==> config.mk <==
export PLATFORM = sky130hd
export DESIGN_NAME = fpu_add_sequencer
export DESIGN_NICKNAME = d
export VERILOG_FILES = /design/src/rtl/fpu_add_sequencer.sv
export SDC_FILE = /design/constraint.sdc
export NUM_CORES = 1
export LEC_CHECK = 0
export ABC_CLOCK_PERIOD_IN_PS = 3370
export CORE_AREA = 5 5 97 117
export CTS_BUF_LIST = sky130_fd_sc_hd__clkbuf_2
export CTS_CLUSTER_DIAMETER = 50
export DETAILED_ROUTE_END_ITERATION = 8
export DIE_AREA = 0 0 102 122
export MAX_ROUTING_LAYER = met4
export PLACE_DENSITY = 0.9
export SLEW_MARGIN = 10
export SYNTH_ARGS = -nofsm -noshare
export SYNTH_HDL_FRONTEND = slang
export SYNTH_SLANG_ARGS = --single-unit
==> constraint.sdc <==
create_clock -name clk -period 3.37 [get_ports clk]
set_input_delay 0.674 -clock clk [delete_from_list [all_inputs] [get_ports clk]]
set_output_delay 0.674 -clock clk [all_outputs]
set_load 0.05 [all_outputs]
==> src/rtl/fpu_add_sequencer.sv <==
// fpu_add_sequencer: register front end for the pipelined FP16 adder.
// Holds operands, issues one add at a time, waits for the completion
// pulse with a timeout, captures and classifies the result, counts
// completions and optionally chains the result back into operand A.
module fpu_add_sequencer #(
   parameter int unsigned TIMEOUT_CYCLES = 15
) (
   input  logic        clk,
   input  logic        rst_n,
   input  logic [3:0]  addr,
   input  logic [31:0] data_in,
   input  logic        data_write,
   input  logic        data_read,
   output logic [31:0] data_out,
   output logic [31:0] add_a,
   output logic [31:0] add_b,
   output logic        add_valid_in,
   input  logic [31:0] add_result,
   input  logic        add_valid_out,
   output logic        irq
);

   typedef enum logic [1:0] {
      IDLE  = 2'd0,
      ISSUE = 2'd1,
      WAIT  = 2'd2
   } state_t;

   localparam logic [3:0] ADDR_OPA    = 4'h0;
   localparam logic [3:0] ADDR_OPB    = 4'h1;
   localparam logic [3:0] ADDR_CTRL   = 4'h2;
   localparam logic [3:0] ADDR_RESULT = 4'h3;
   localparam logic [3:0] ADDR_STATUS = 4'h4;
   localparam logic [3:0] ADDR_COUNT  = 4'h5;

   // Last value of the wait counter before the outstanding add is abandoned.
   localparam logic [7:0] WAIT_LAST = 8'(TIMEOUT_CYCLES - 1);

   state_t      state;
   logic [7:0]  wait_cnt;
   logic [15:0] opa;
   logic [15:0] opb;
   logic [15:0] res;
   logic [15:0] count;
   logic        acc;
   logic        irq_en;
   logic        done;
   logic        timeout;
   logic        f_nan;
   logic        f_inf;
   logic        f_zero;
   logic        f_sign;

   logic        idle;
   logic        busy;
   logic        wr_opa;
   logic        wr_opb;
   logic        wr_ctrl;
   logic        ctrl_start;
   logic        ctrl_clear;
   logic        rd_result;
   logic        capture;
   logic        expire;
   logic [15:0] cap;
   logic [4:0]  cap_exp;
   logic [9:0]  cap_frac;
   logic        cap_nan;
   logic        cap_inf;
   logic        cap_zero;
   logic        cap_sign;
   logic        unused_bits;

   // Host access decode and completion/timeout qualifiers.
   always_comb begin
      idle       = (state == IDLE);
      busy       = ~idle;
      wr_opa     = data_write & (addr == ADDR_OPA);
      wr_opb     = data_write & (addr == ADDR_OPB);
      wr_ctrl    = data_write & (addr == ADDR_CTRL);
      ctrl_clear = wr_ctrl & data_in[2];
      ctrl_start = wr_ctrl & data_in[0] & ~data_in[2];
      rd_result  = data_read & (addr == ADDR_RESULT);
      // A clear landing on the completion cycle aborts; the response is dropped.
      capture    = (state == WAIT) & add_valid_out & ~ctrl_clear;
      expire     = (state == WAIT) & ~add_valid_out & (wait_cnt == WAIT_LAST);
   end

   // FP16 classification of the incoming adder result.
   always_comb begin
      cap      = add_result[15:0];
      cap_exp  = cap[14:10];
      cap_frac = cap[9:0];
      cap_nan  = (cap_exp == 5'h1F) & (cap_frac != 10'd0);
      cap_inf  = (cap_exp == 5'h1F) & (cap_frac == 10'd0);
      cap_zero = (cap[14:0] == 15'd0);
      cap_sign = cap[15];
   end

   // Operand registers and latched control bits.
   always_ff @(posedge clk or negedge rst_n) begin
      if (!rst_n) begin
         opa    <= '0;
         opb    <= '0;
         acc    <= 1'b0;
         irq_en <= 1'b0;
      end else begin
         if (wr_ctrl) begin
            acc    <= data_in[1];
            irq_en <= data_in[3];
         end
         if (idle && wr_opa)
            opa <= data_in[15:0];
         else if (capture && acc)
            opa <= cap;
         if (idle && wr_opb)
            opb <= data_in[15:0];
      end
   end

   // Issue/wait sequencer with result capture, status and completion count.
   always_ff @(posedge clk or negedge rst_n) begin
      if (!rst_n) begin
         state        <= IDLE;
         add_valid_in <= 1'b0;
         wait_cnt     <= '0;
         res          <= '0;
         count        <= '0;
         done         <= 1'b0;
         timeout      <= 1'b0;
         f_nan        <= 1'b0;
         f_inf        <= 1'b0;
         f_zero       <= 1'b0;
         f_sign       <= 1'b0;
      end else if (ctrl_clear) begin
         state        <= IDLE;
         add_valid_in <= 1'b0;
         wait_cnt     <= '0;
         res          <= '0;
         count        <= '0;
         done         <= 1'b0;
         timeout      <= 1'b0;
         f_nan        <= 1'b0;
         f_inf        <= 1'b0;
         f_zero       <= 1'b0;
         f_sign       <= 1'b0;
      end else begin
         add_valid_in <= 1'b0;
         // Reading RESULT acknowledges done; a same-edge capture overrides below.
         if (rd_result)
            done <= 1'b0;
         unique case (state)
            IDLE: begin
               if (ctrl_start) begin
                  state        <= ISSUE;
                  add_valid_in <= 1'b1;
                  done         <= 1'b0;
                  timeout      <= 1'b0;
               end
            end
            ISSUE: begin
               state    <= WAIT;
               wait_cnt <= '0;
            end
            WAIT: begin
               if (capture) begin
                  res    <= cap;
                  f_nan  <= cap_nan;
                  f_inf  <= cap_inf;
                  f_zero <= cap_zero;
                  f_sign <= cap_sign;
                  done   <= 1'b1;
                  count  <= count + 16'd1;
                  state  <= IDLE;
               end else if (expire) begin
                  timeout <= 1'b1;
                  state   <= IDLE;
               end else begin
                  wait_cnt <= wait_cnt + 8'd1;
               end
            end
            default: state <= IDLE;
         endcase
      end
   end

   // Combinational read mux; write-only and unmapped addresses read zero.
   always_comb begin
      data_out = '0;
      unique case (addr)
         ADDR_OPA:    data_out = {16'd0, opa};
         ADDR_OPB:    data_out = {16'd0, opb};
         ADDR_RESULT: data_out = {16'd0, res};
         ADDR_STATUS: data_out = {25'd0, timeout, f_sign, f_zero, f_inf, f_nan, done, busy};
         ADDR_COUNT:  data_out = {16'd0, count};
         default:     data_out = '0;
      endcase
   end

   assign add_a       = {16'd0, opa};
   assign add_b       = {16'd0, opb};
   assign irq         = done & irq_en;
   assign unused_bits = &{1'b0, add_result[31:16], data_in[31:16]};

endmodule

Word level (Yosys, flattened, before mapping) --
Index checks and enable logic that the tools add are counted.
Storage, ports and cells: flip-flop bits (word level) 83, input port bits 73, output and inout bits 98
Operators by class: add/subtract/negate cells 2, equality and inequality tests 14, mux-type cells 43, bitwise operators 18, reduce and logical (&&, ||, !) cells 17
Operator list (count):
- $mux W16 | 8
- $pmux W16 S5 | 1
- $mux W8 | 3
- $mux W1 | 23
- $add A16 B1 Y16 const B | 1
- $pmux W8 S2 | 1
- $logic_not A15 Y1 | 1
- $and A1 B1 Y1 | 14
- $logic_not A10 Y1 | 1
- $reduce_bool A10 Y1 | 1
- $ne A3 B3 Y1 const B | 3
- $add A8 B1 Y8 const B | 1
- $eq A4 B2 Y1 const B | 2
- $eq A4 B3 Y1 const B | 2
- $eq A8 B4 Y1 const B | 1
- $mux W2 | 4
- $pmux W2 S3 | 1
- $reduce_bool A2 Y1 | 3
- $reduce_bool A3 Y1 | 2
- $eq A5 B5 Y1 const B | 1
- $eq A4 B1 Y1 const B | 1
- $logic_not A4 Y1 | 1
- $ne A4 B4 Y1 const B | 1
- $not A1 Y1 | 4
- other kinds (9) | 13

Logic depth before layout (Yosys ltp) --
Gate-level depths: netlist of run 1.
depth in word-level cells 8, gate-level depth with buffers 8

Worst setup path after synthesis of run 1 --
Ideal clock, no wire load.
path type in2out, start point input addr[3], end point output data_out[0], arrival time 1.955 ns, path slack 0.741 ns, stages 4, buffers on the path 1, path through nor4_4 > clkbuf_1 > a22oi_1 > nand3_1
Between the ends: longest elaborated chain between the ends 2, elaborated cells on any way between the ends 6
RTL lines:
- from (decl) | line 10 | input logic [3:0] addr,
- $eq A4 B3 Y1 (tied with other cells) | line 189 | unique case (addr)
- $pmux W16 S5 * | line 189
- to (decl) | line 14 | output logic [31:0] data_out,
Every way passes the cells marked *; elsewhere a longest branch is shown, timed or not.

Worst setup path after layout of run 1 --
start point input addr[3], end point output data_out[3]
The elaborated chain is that of the path after synthesis.

==> results of run 1 <==
[cell families after synthesis]
logic type | Yosys count | synth area share
xor gates and xnor gates | 11 | 0.0211
muxes | 52 | 0.127
buffers and inverters | 72 | 0.104
and+or+nand+nor | 154 | 0.176
AOI/OAI and AO/OA | 80 | 0.114
other | 1 | 0.000820
DFF | 82 | 0.448
adders and majority gates | 3 | 0.00820
[metrics by stage]
stage	setup slack (ps)	total power, mW	cell area (sq um)
global route	195	3.09	5730
floorplan	741	2.03	4750
detailed placement	281	2.42	5610
finish	226	2.98	5730
CTS	276	2.98	5730
global placement	334	2.38	5610
[per-layer routing]
layer | vias to the layer above | global-route usage
met1 | 1878 | 0.242
met2 | 226 | 0.346
met4 | 0 | 0.0730
met5 | - | -
li1 | 1714 | -
met3 | 32 | 0.0304
[sequential cells by signal (all words and copies together) (netlist names)]
name	count
acc	1
add_valid_in	1
count	16
done	1
f_inf	1
f_nan	1
f_zero	1
irq_en	1
opa	16
opb	16
res	16
state	2
timeout	1
wait_cnt	8
[power breakdown]
group / leakage, nW / switching, mW / internal (mW)
logic: 1.34 / 0.732 / 0.395
registers: 1.07 / 0.134 / 1.14
clock network: 0.0771 / 0.332 / 0.243
total: 2.48 / 1.20 / 1.78
[how the worst max path moves through the flow]
| stage | startpoint | endpoint | cells past startpoint |
|---|---|---|---|
| after floorplan | addr[3] | data_out[0] | 4 |
| after global placement | addr[3] | data_out[2] | 6 |
| after detailed placement | addr[1] | data_out[0] | 6 |
| after CTS | addr[3] | data_out[4] | 6 |
| after global routing | addr[3] | data_out[6] | 6 |
| final | addr[3] | data_out[3] | 6 |
[critical path: cells and delay by family]
kind / cells / cell delay (ps)
compound gates: 1 / 420
buf+inv: 3 / 1090
simple gates: 2 / 260
[cell type report]
type / count / area, sq um / share of cell area
repair buffers: 100 / 1150 / 0.200
clock buffers: 11 / 55.1 / 0.00960
multi-input cells: 348 / 2240 / 0.390
well taps: 129 / 161 / 0.0282
diodes: 1 / 2.50 / 0.000436
clock inverters: 4 / 67.6 / 0.0118
inverters: 3 / 11.3 / 0.00196
flip-flops and latches: 82 / 2050 / 0.358
[cells in the final DEF (no fill, tap or decap), types with 2 or more instances in the layout]
cell             count
dfrtp_1             82
clkdlybuf4s50_1     73
nand2_1             68
conb_1              48
mux2_2              33
a21oi_1             30
a22oi_1             27
nor2_1              20
mux2_1              17
buf_12              17
clkbuf_2            11
buf_4               10
nand3_1              8
nor3_1               8
xnor2_1              8
nand4_1              7
or3_1                7
a222oi_1             6
o21ai_0              6
nand2b_1             6
or4_1                5
nor4_1               4
inv_1                3
nor3b_1              3
nand3b_1             3
xor2_1               3
ha_1                 3
nor4bb_2             2
nor4b_1              2
and2_1               2
and3b_1              2
o31ai_1              2
mux2i_1              2
o211ai_1             2
clkinv_1             2
bufinv_16            2
==> flow_summary_export.csv, run 1 <==
group,metric,value,unit
cells_and_area,nNetsFinal,620,
critical_path,rr_worst_depth,6,
cells_and_area,drive_gt1_frac,0.146,
sta,rsz0062_at_grt,"false",
critical_path,end_kind,"output port",
clock_network,cts_resized,0,
routing,vias,3850,
synth,yosysMostFrequentCell,"dfrtp_1",
sta,final-setup-viol-count,0,
routing,dr_wl_met2,6480,microns
synth,synth_cell_types,49,
synth,avgSynthCellArea,10.1,sq um
routing,initialDrtViolationCount,479,
synth,ys.flop_type,"dfrtp_1",
clock_network,clock_sinks,82,
cells_and_area,stdcell_count,678,
global_route,grt_pass1_wl,19400,microns
pwr,p_leak,2.48,nW
synth,syn-cell-area,4580,sq um
critical_path,cp.required,2700,ps
routing,dr.max_layer_used,"met4",
sta,max_freq,318,MHz
sta,tightestPinTransition,1050,ps
synth,ys_warn_count,0,
floorplan,start_util,0.448,
synth,synth_area_leaders,"dfrtp_1, buf_4, mux2_2, nand2_1, a22oi_1",
routing,via_per_inst,5.68,
placement,place_congestion,0.825,
routing,ant_nets,0,
critical_path,crit_arrival,2470,ps
critical_path,crit_type,"input pin to output port",
routing,drt-met1-wl,4340,microns
sta,post-route-period-util,0.933,
global_route,first_global_vias,3837,
floorplan,die_height,122,microns
critical_path,cp_slowest_cell,"clkdlybuf4s50_1",
floorplan,die_w,102,microns
critical_path,r2r-end,"wait_cnt[7]",
sta,tns,0,ps
clock_network,cts_max_level,3,
routing,wl_met3,911,microns
floorplan,ios,171,
min_path,min_path_type,"input pin to asynchronous set/reset pin",
routing,totalWireLength,12100,microns
critical_path,r2r_slack,1220,ps
sta,min_period,3140,ps
global_route,grt.total_usage,0.203,
critical_path,crit_path_max_fanout,17,
routing,drc_errors,0,
sta,maxSlewViolCount,0,
global_route,grt_overflow,0,
synth,yosysSeqAreaShare,0.448,
global_route,antenna_found_initial,1,
synth,synth_top_area_share,0.448,
floorplan,die-area,12400,sq um
clock_network,path_clk_slew,210,ps
critical_path,slowest_delay,690,ps
critical_path,critical_path.cell_chain,"clkdlybuf4s50_1, nor4b_4, buf_4, a222oi_1, nand2_1, buf_12",
pwr,max-vdd-ir-drop,392,uV
cells_and_area,final_core_util,0.562,
sta,hold_viol,0,
placement,hpwl,8760,microns
placement,io_buffers,90,
pwr,powerDensity,520,nW/um^2
sta,hold_slack,271,ps
clock_network,cts_tree,"done",
synth,synth-async-reset-ratio,1.00,
global_route,grt_max_degree,83,
synth,synth_edf_count,0,
flow_run,drv_cap,0,
clock_network,cts_buffers,9,
critical_path,worstSetupStartpointType,"input pin",
sta,slew_headroom,0.299,
run_status,status,"complete, no violations",
clock_network,cts_hold_buffers,0,
synth,yosys-top-cells-count,"dfrtp_1, nand2_1, buf_4",
critical_path,reg2reg_from,"wait_cnt[0]",
placement,dp_cells,662,
floorplan,coreArea,10200,sq um
sta,clock_skew,38.4,ps
synth,ys_seq_elements,82,
cells_and_area,fillers,794,
routing,drtPass1Iterations,5,
routing,wl_per_cell,17.8,microns
synth,syn_inst,455,
clock_network,cts_setup_buffers,0,
clock_network,clock-root-buffer,"clkbuf_2",
clock_network,clockBufferDepth,2,
cells_and_area,syn_to_final_growth,25.3,%
synth,synth_largest_area_cell,"dfrtp_1",
floorplan,rows,41,
clock_network,clk_latency,550,ps
(Power assumes the default switching activity.)
==> run 2, diff against run 1 <==
--- a/config.mk
+++ b/config.mk
@@ -12,7 +12,7 @@
 export DETAILED_ROUTE_END_ITERATION = 8
 export DIE_AREA = 0 0 102 122
 export MAX_ROUTING_LAYER = met4
-export PLACE_DENSITY = 0.9
+export PLACE_DENSITY = 0.82
 export SLEW_MARGIN = 10
 export SYNTH_ARGS = -nofsm -noshare
 export SYNTH_HDL_FRONTEND = slang
==> run 2 against run 1 <==
  * Routed wire length is 3.3% lower
  * Highest routed layer unchanged
  * Non-clock buffer count is 1 higher
  * Setup slack improved by 46 ps
  * Via count down 2.1%
==> flow_summary_export.csv, run 2 (same netlist as run 1, synthesis figures left out) <==
group,metric,value,unit
run_status,status,"complete, no violations",
cells_and_area,stdcell_count,680,
routing,ant_nets,0,
routing,vias,3768,
cells_and_area,mostFrequentLayoutCells,"dfrtp_1, clkdlybuf4s50_1, nand2_1, conb_1, mux2_2",
critical_path,cp.required,2700,ps
cells_and_area,nNetsFinal,621,
routing,via_per_inst,5.54,
sta,final-setup-viol-count,0,
critical_path,end_kind,"output port",
sta,maxSlewViolCount,0,
placement,place_congestion,0.827,
clock_network,cts_max_level,3,
sta,clock_skew,31.1,ps
global_route,grt_overflow,0,
sta,rsz0062_at_grt,"false",
cells_and_area,mostFrequentLayoutCell,"dfrtp_1",
clock_network,cts_tree,"done",
clock_network,cts_buffers,9,
global_route,top_usage_layer,"met2",
clock_network,clock-root-buffer,"clkbuf_2",
placement,hpwl,8540,microns
clock_network,cts_setup_buffers,0,
critical_path,endpoint,"data_out[0]",
clock_network,clk_latency,570,ps
min_path,min_path_type,"input pin to asynchronous set/reset pin",
clock_network,clock_sinks,82,
flow_run,drv_cap,0,
sta,min_period,3100,ps
critical_path,crit_arrival,2420,ps
routing,initialDrtViolationCount,265,
floorplan,die-area,12400,sq um
floorplan,rows,41,
placement,io_buffers,90,
global_route,grt.total_usage,0.195,
clock_network,cts_hold_buffers,0,
critical_path,crit_type,"input pin to output port",
critical_path,r2r_slack,1210,ps
sta,post-route-period-util,0.919,
pwr,max-vdd-ir-drop,361,uV
cells_and_area,final_core_util,0.558,
sta,hold_slack,230,ps
critical_path,crit_path_max_fanout,17,
critical_path,rr_worst_depth,6,
clock_network,path_clk_slew,200,ps
cells_and_area,design_area,5690,sq um
routing,wl_per_cell,17.1,microns
global_route,grt_pass1_wl,18600,microns
routing,drtPass1Iterations,6,
critical_path,worstSetupStartpointType,"input pin",
global_route,use_met3,0.0401,
global_route,grtUsageMet1,0.235,
critical_path,r2r-end,"wait_cnt[3]",
global_route,grt_max_degree,83,
pwr,power,2.83,mW
sta,hold_viol,0,
sta,tns,0,ps
floorplan,ios,171,
floorplan,die_w,102,microns
placement,dp_cells,663,
pwr,p_leak,2.47,nW
clock_network,clockBufferDepth,2,
placement,dpl_cell_area,5620,sq um
placement,dp_slack,226,ps
sta,tightestPinTransition,1020,ps
global_route,grt_util_met2,0.319,
routing,drc_errors,0,
critical_path,critPathLaunch,"addr[3]",
pwr,powerDensity,497,nW/um^2
critical_path,reg2reg_from,"wait_cnt[0]",
global_route,antenna_found_initial,1,
floorplan,start_util,0.448,
sta,slew_headroom,0.319,
sta,max_freq,323,MHz
floorplan,die_height,122,microns
cells_and_area,drive_gt1_frac,0.147,
sta,timing.final.ws_setup,273,ps
global_route,first_global_vias,3684,
cells_and_area,syn_to_final_growth,24.4,%
floorplan,coreArea,10200,sq um
clock_network,cts_resized,0,
routing,totalWireLength,11700,microns
run 2: report_power, final:
group          switching [mW]  total [mW]  internal (mW)  leakage [nW]
sequential              0.132        1.27           1.14          1.07
combinational           0.728        1.12          0.396          1.35
clock                   0.336       0.430         0.0939        0.0582
total                    1.20        2.83           1.63          2.47
run 2: worst min-delay path by stage:
stage / slack (ps) / to / depth (start not counted) / from
after global routing: 310 / opa[12] / 1 / rst_n
final: 230 / opa[12] / 1 / rst_n
after detailed placement: 490 / irq_en / 1 / irq_en
after CTS: 300 / wait_cnt[5] / 1 / rst_n
after floorplan: 380 / acc / 0 / rst_n
after global placement: 480 / irq_en / 1 / irq_en
run 2: layer usage:
layer,vias up,part of all wire
li1,1713,-
met2,179,0.51
met4,0,0.025
met5,-,0
met3,29,0.069
met1,1847,0.39
run 2: layout make-up:
class	instances	area (sq um)
diodes	1	2.50
clock buffers	11	55.1
clock inverters	5	21.3
fillers	876	4510
inverters	3	11.3
multi-input cells	348	2240
flip-flops and latches	82	2050
well taps	129	161
repair buffers	101	1150
run 2: critical path, stage by stage:
cell and delay [ps]:
clkdlybuf4s50_1 600, nor4_4 350, buf_4 300, a22oi_1 140, nand3_1 190, buf_12 160
==> run 3, diff against run 2 <==
==> config.mk (replaced) <==
export PLATFORM = sky130hd
export DESIGN_NAME = fpu_add_sequencer
export DESIGN_NICKNAME = d
export VERILOG_FILES = /design/src/rtl/fpu_add_sequencer.sv
export SDC_FILE = /design/constraint.sdc
export NUM_CORES = 1
export LEC_CHECK = 0
export ABC_CLOCK_PERIOD_IN_PS = 2760
export CORE_AREA = 5 5 102 123
export CTS_BUF_LIST = sky130_fd_sc_hd__clkbuf_2
export CTS_CLUSTER_DIAMETER = 50
export DETAILED_ROUTE_END_ITERATION = 8
export DIE_AREA = 0 0 107 128
export PLACE_DENSITY = 0.78
export SLEW_MARGIN = 10
export SYNTH_ARGS = -nofsm -noshare
export SYNTH_HDL_FRONTEND = slang
export SYNTH_SLANG_ARGS = --single-unit
==> constraint.sdc (replaced) <==
create_clock -name clk -period 2.76 [get_ports clk]
set_input_delay 0.552 -clock clk [delete_from_list [all_inputs] [get_ports clk]]
set_output_delay 0.552 -clock clk [all_outputs]
set_load 0.05 [all_outputs]
==> run 3 against run 2 <==
  * Via count grew 0.69%
  * Clock-buffer cell count shrank 1
  * Clock skew shrank 17 ps
  * Critical path depth is the same
==> flow_summary_export.csv, run 3 (same netlist as run 1, synthesis figures left out) <==
group,metric,value,unit
run_status,status,"complete, no violations",
flow_run,drv_cap,0,
floorplan,die_w,107,microns
global_route,first_global_vias,3852,
cells_and_area,fillers,986,
routing,ant_nets,0,
routing,wl_per_cell,17.7,microns
pwr,p_leak,2.56,nW
pwr,powerDensity,609,nW/um^2
sta,timing.final.ws_setup,232,ps
cells_and_area,mostFrequentLayoutCell,"dfrtp_1",
routing,via_per_inst,5.44,
sta,rsz0062_at_grt,"false",
critical_path,crit_arrival,1980,ps
critical_path,crit_path_max_fanout,17,
clock_network,clock_sinks,82,
sta,slew_headroom,0.548,
min_path,min_path_type,"flop to flop",
sta,clock_skew,13.9,ps
global_route,use_met3,0.0443,
placement,hpwl,9140,microns
clock_network,clockBufferDepth,2,
pwr,p_int,2.09,mW
routing,drc_errors,0,
cells_and_area,final_core_util,0.519,
clock_network,cts_tree,"done",
global_route,grt_max_degree,52,
critical_path,path_buf_inv,3,
sta,post-route-period-util,0.916,
placement,place_congestion,0.838,
sta,max_freq,396,MHz
pwr,p_switching,1.48,mW
cells_and_area,mostFrequentLayoutCells,"dfrtp_1, clkdlybuf4s50_1, nand2_1, conb_1, mux2_2",
clock_network,path_clk_slew,220,ps
clock_network,cts_buffers,9,
pwr,max-vdd-ir-drop,461,uV
floorplan,ios,171,
floorplan,coreArea,11300,sq um
clock_network,cts_max_level,3,
pwr,power_frac_clock,0.176,
cells_and_area,syn_to_final_growth,28.1,%
pwr,combPwrFrac,0.388,
global_route,antenna_found_initial,1,
global_route,grt_pass1_wl,19800,microns
critical_path,critPathTopFamily,"buffers and inverters",
placement,io_buffers,90,
placement,dp_slack,-22.8,ps
critical_path,slowest_delay,410,ps
floorplan,start_util,0.405,
global_route,top_usage_layer,"met2",
floorplan,rows,43,
routing,totalWireLength,12300,microns
routing,vias,3794,
critical_path,reg2reg_from,"wait_cnt[0]",
global_route,grt.total_usage,0.182,
global_route,grtUsageMet1,0.213,
pwr,p_seq_frac,0.436,
cells_and_area,nNetsFinal,634,
clock_network,clock-root-buffer,"clkbuf_2",
global_route,grt_util_met2,0.322,
critical_path,cp.required,2210,ps
routing,drtPass1Iterations,5,
placement,dp_cells,681,
sta,hold_slack,538,ps
critical_path,critical_path.cell_chain,"dlygate4sd2_1, nor4b_4, buf_12, a222oi_1, nand2_1, buf_12",
clock_network,clk_latency,540,ps
floorplan,die-area,13700,sq um
critical_path,cp_common_cell,"buf_12",
cells_and_area,stdcell_count,698,
sta,min_period,2530,ps
sta,final-setup-viol-count,0,
sta,hold_viol,0,
routing,initialDrtViolationCount,345,
sta,maxSlewViolCount,0,
critical_path,end_kind,"output port",
cells_and_area,drive_gt1_frac,0.169,
min_path,min_from,"res[1]",
sta,tightestPinTransition,678,ps
critical_path,critPathLaunch,"addr[3]",
pwr,power,3.57,mW
floorplan,die_height,128,microns
critical_path,cp_slowest_cell,"dlygate4sd2_1",
critical_path,crit_type,"input pin to output port",
global_route,grt_overflow,0,
pwr,swShare,0.414,
critical_path,worstSetupStartpointType,"input pin",
run 3: cell count changes in the layout (fill, tap and decap cells not counted), sizes merged:
cell | before | now
clkdlybuf4s50 | 73 | 69
buf | 28 | 40
clkbuf | 11 | 10
clkinvlp | 0 | 1
dlygate4sd3 | 0 | 1
dlymetal6s2s | 0 | 2
dlygate4sd2 | 0 | 2
bufinv | 0 | 1
clkinv | 5 | 3
run 3: path summary, 6_finish.rpt:
check,endpoint,slack [ps],cells after the start
setup / recovery,data_out[6],230,6
max in group asynchronous,count[0],1580,3
setup reg to reg,wait_cnt[1],640,6
min in group asynchronous,opb[14],560,2
hold / removal,res[1],540,2
hold reg to reg,res[1],540,2
run 3: routing by layer:
metal  part of all wire  wire length, microns  vias to the layer above
met5                  0                     0                        -
met4              0.019                   235                        0
met3              0.067                   830                       20
met2               0.53                  6540                      167
met1               0.38                  4720                     1869
li1                   -                     -                     1738
run 3: area by class of cell:
class,instances,area (sq um),area share
repair buffers,114,1280,0.219
clock inverters,5,56.3,0.00961
inverters,3,11.3,0.00192
multi-input cells,348,2240,0.382
flip-flops and latches,82,2050,0.350
well taps,135,169,0.0288
clock buffers,10,50.0,0.00854
diodes,1,2.50,0.000427
run 3: through the flow:
stage | instance area, sq um | TNS [ps]
5_1_grt | 5860 | 0
3_5_place_dp | 5740 | -22.8
4_1_cts | 5850 | 0
6_report | 5860 | 0
3_3_place_gp | 5740 | 0
2_1_floorplan | 4750 | 0
run 3: worst register-to-register path, stage by stage, from the launching register on:
cell	delay, ps
dfrtp_1	480
inv_1	100
ha_1	140
or4b_2	630
or2_2	340
a31oi_1	230
o22ai_1	100
run 3: what timing repair did:
| action | 4_1_cts | 5_1_grt |
|---|---|---|
| pin swaps | 0 | 4 |
| resized for setup | 2 | 2 |
| endpoints found under the setup margin | 2 | 10 |
| endpoints found under the hold margin | 12 | 0 |
| hold buffers | 1 | 0 |
| buffers inserted | 0 | 0 |
run 3: power by group through the flow:
stage | combinational, mW | clock [mW] | sequential, mW
after floorplan | 0.521 | 0 | 1.96
after global placement | 1.37 | 0 | 1.56
after detailed placement | 1.39 | 0 | 1.58
after CTS | 1.39 | 0.635 | 1.55
after global routing | 1.46 | 0.686 | 1.58
final | 1.39 | 0.627 | 1.56
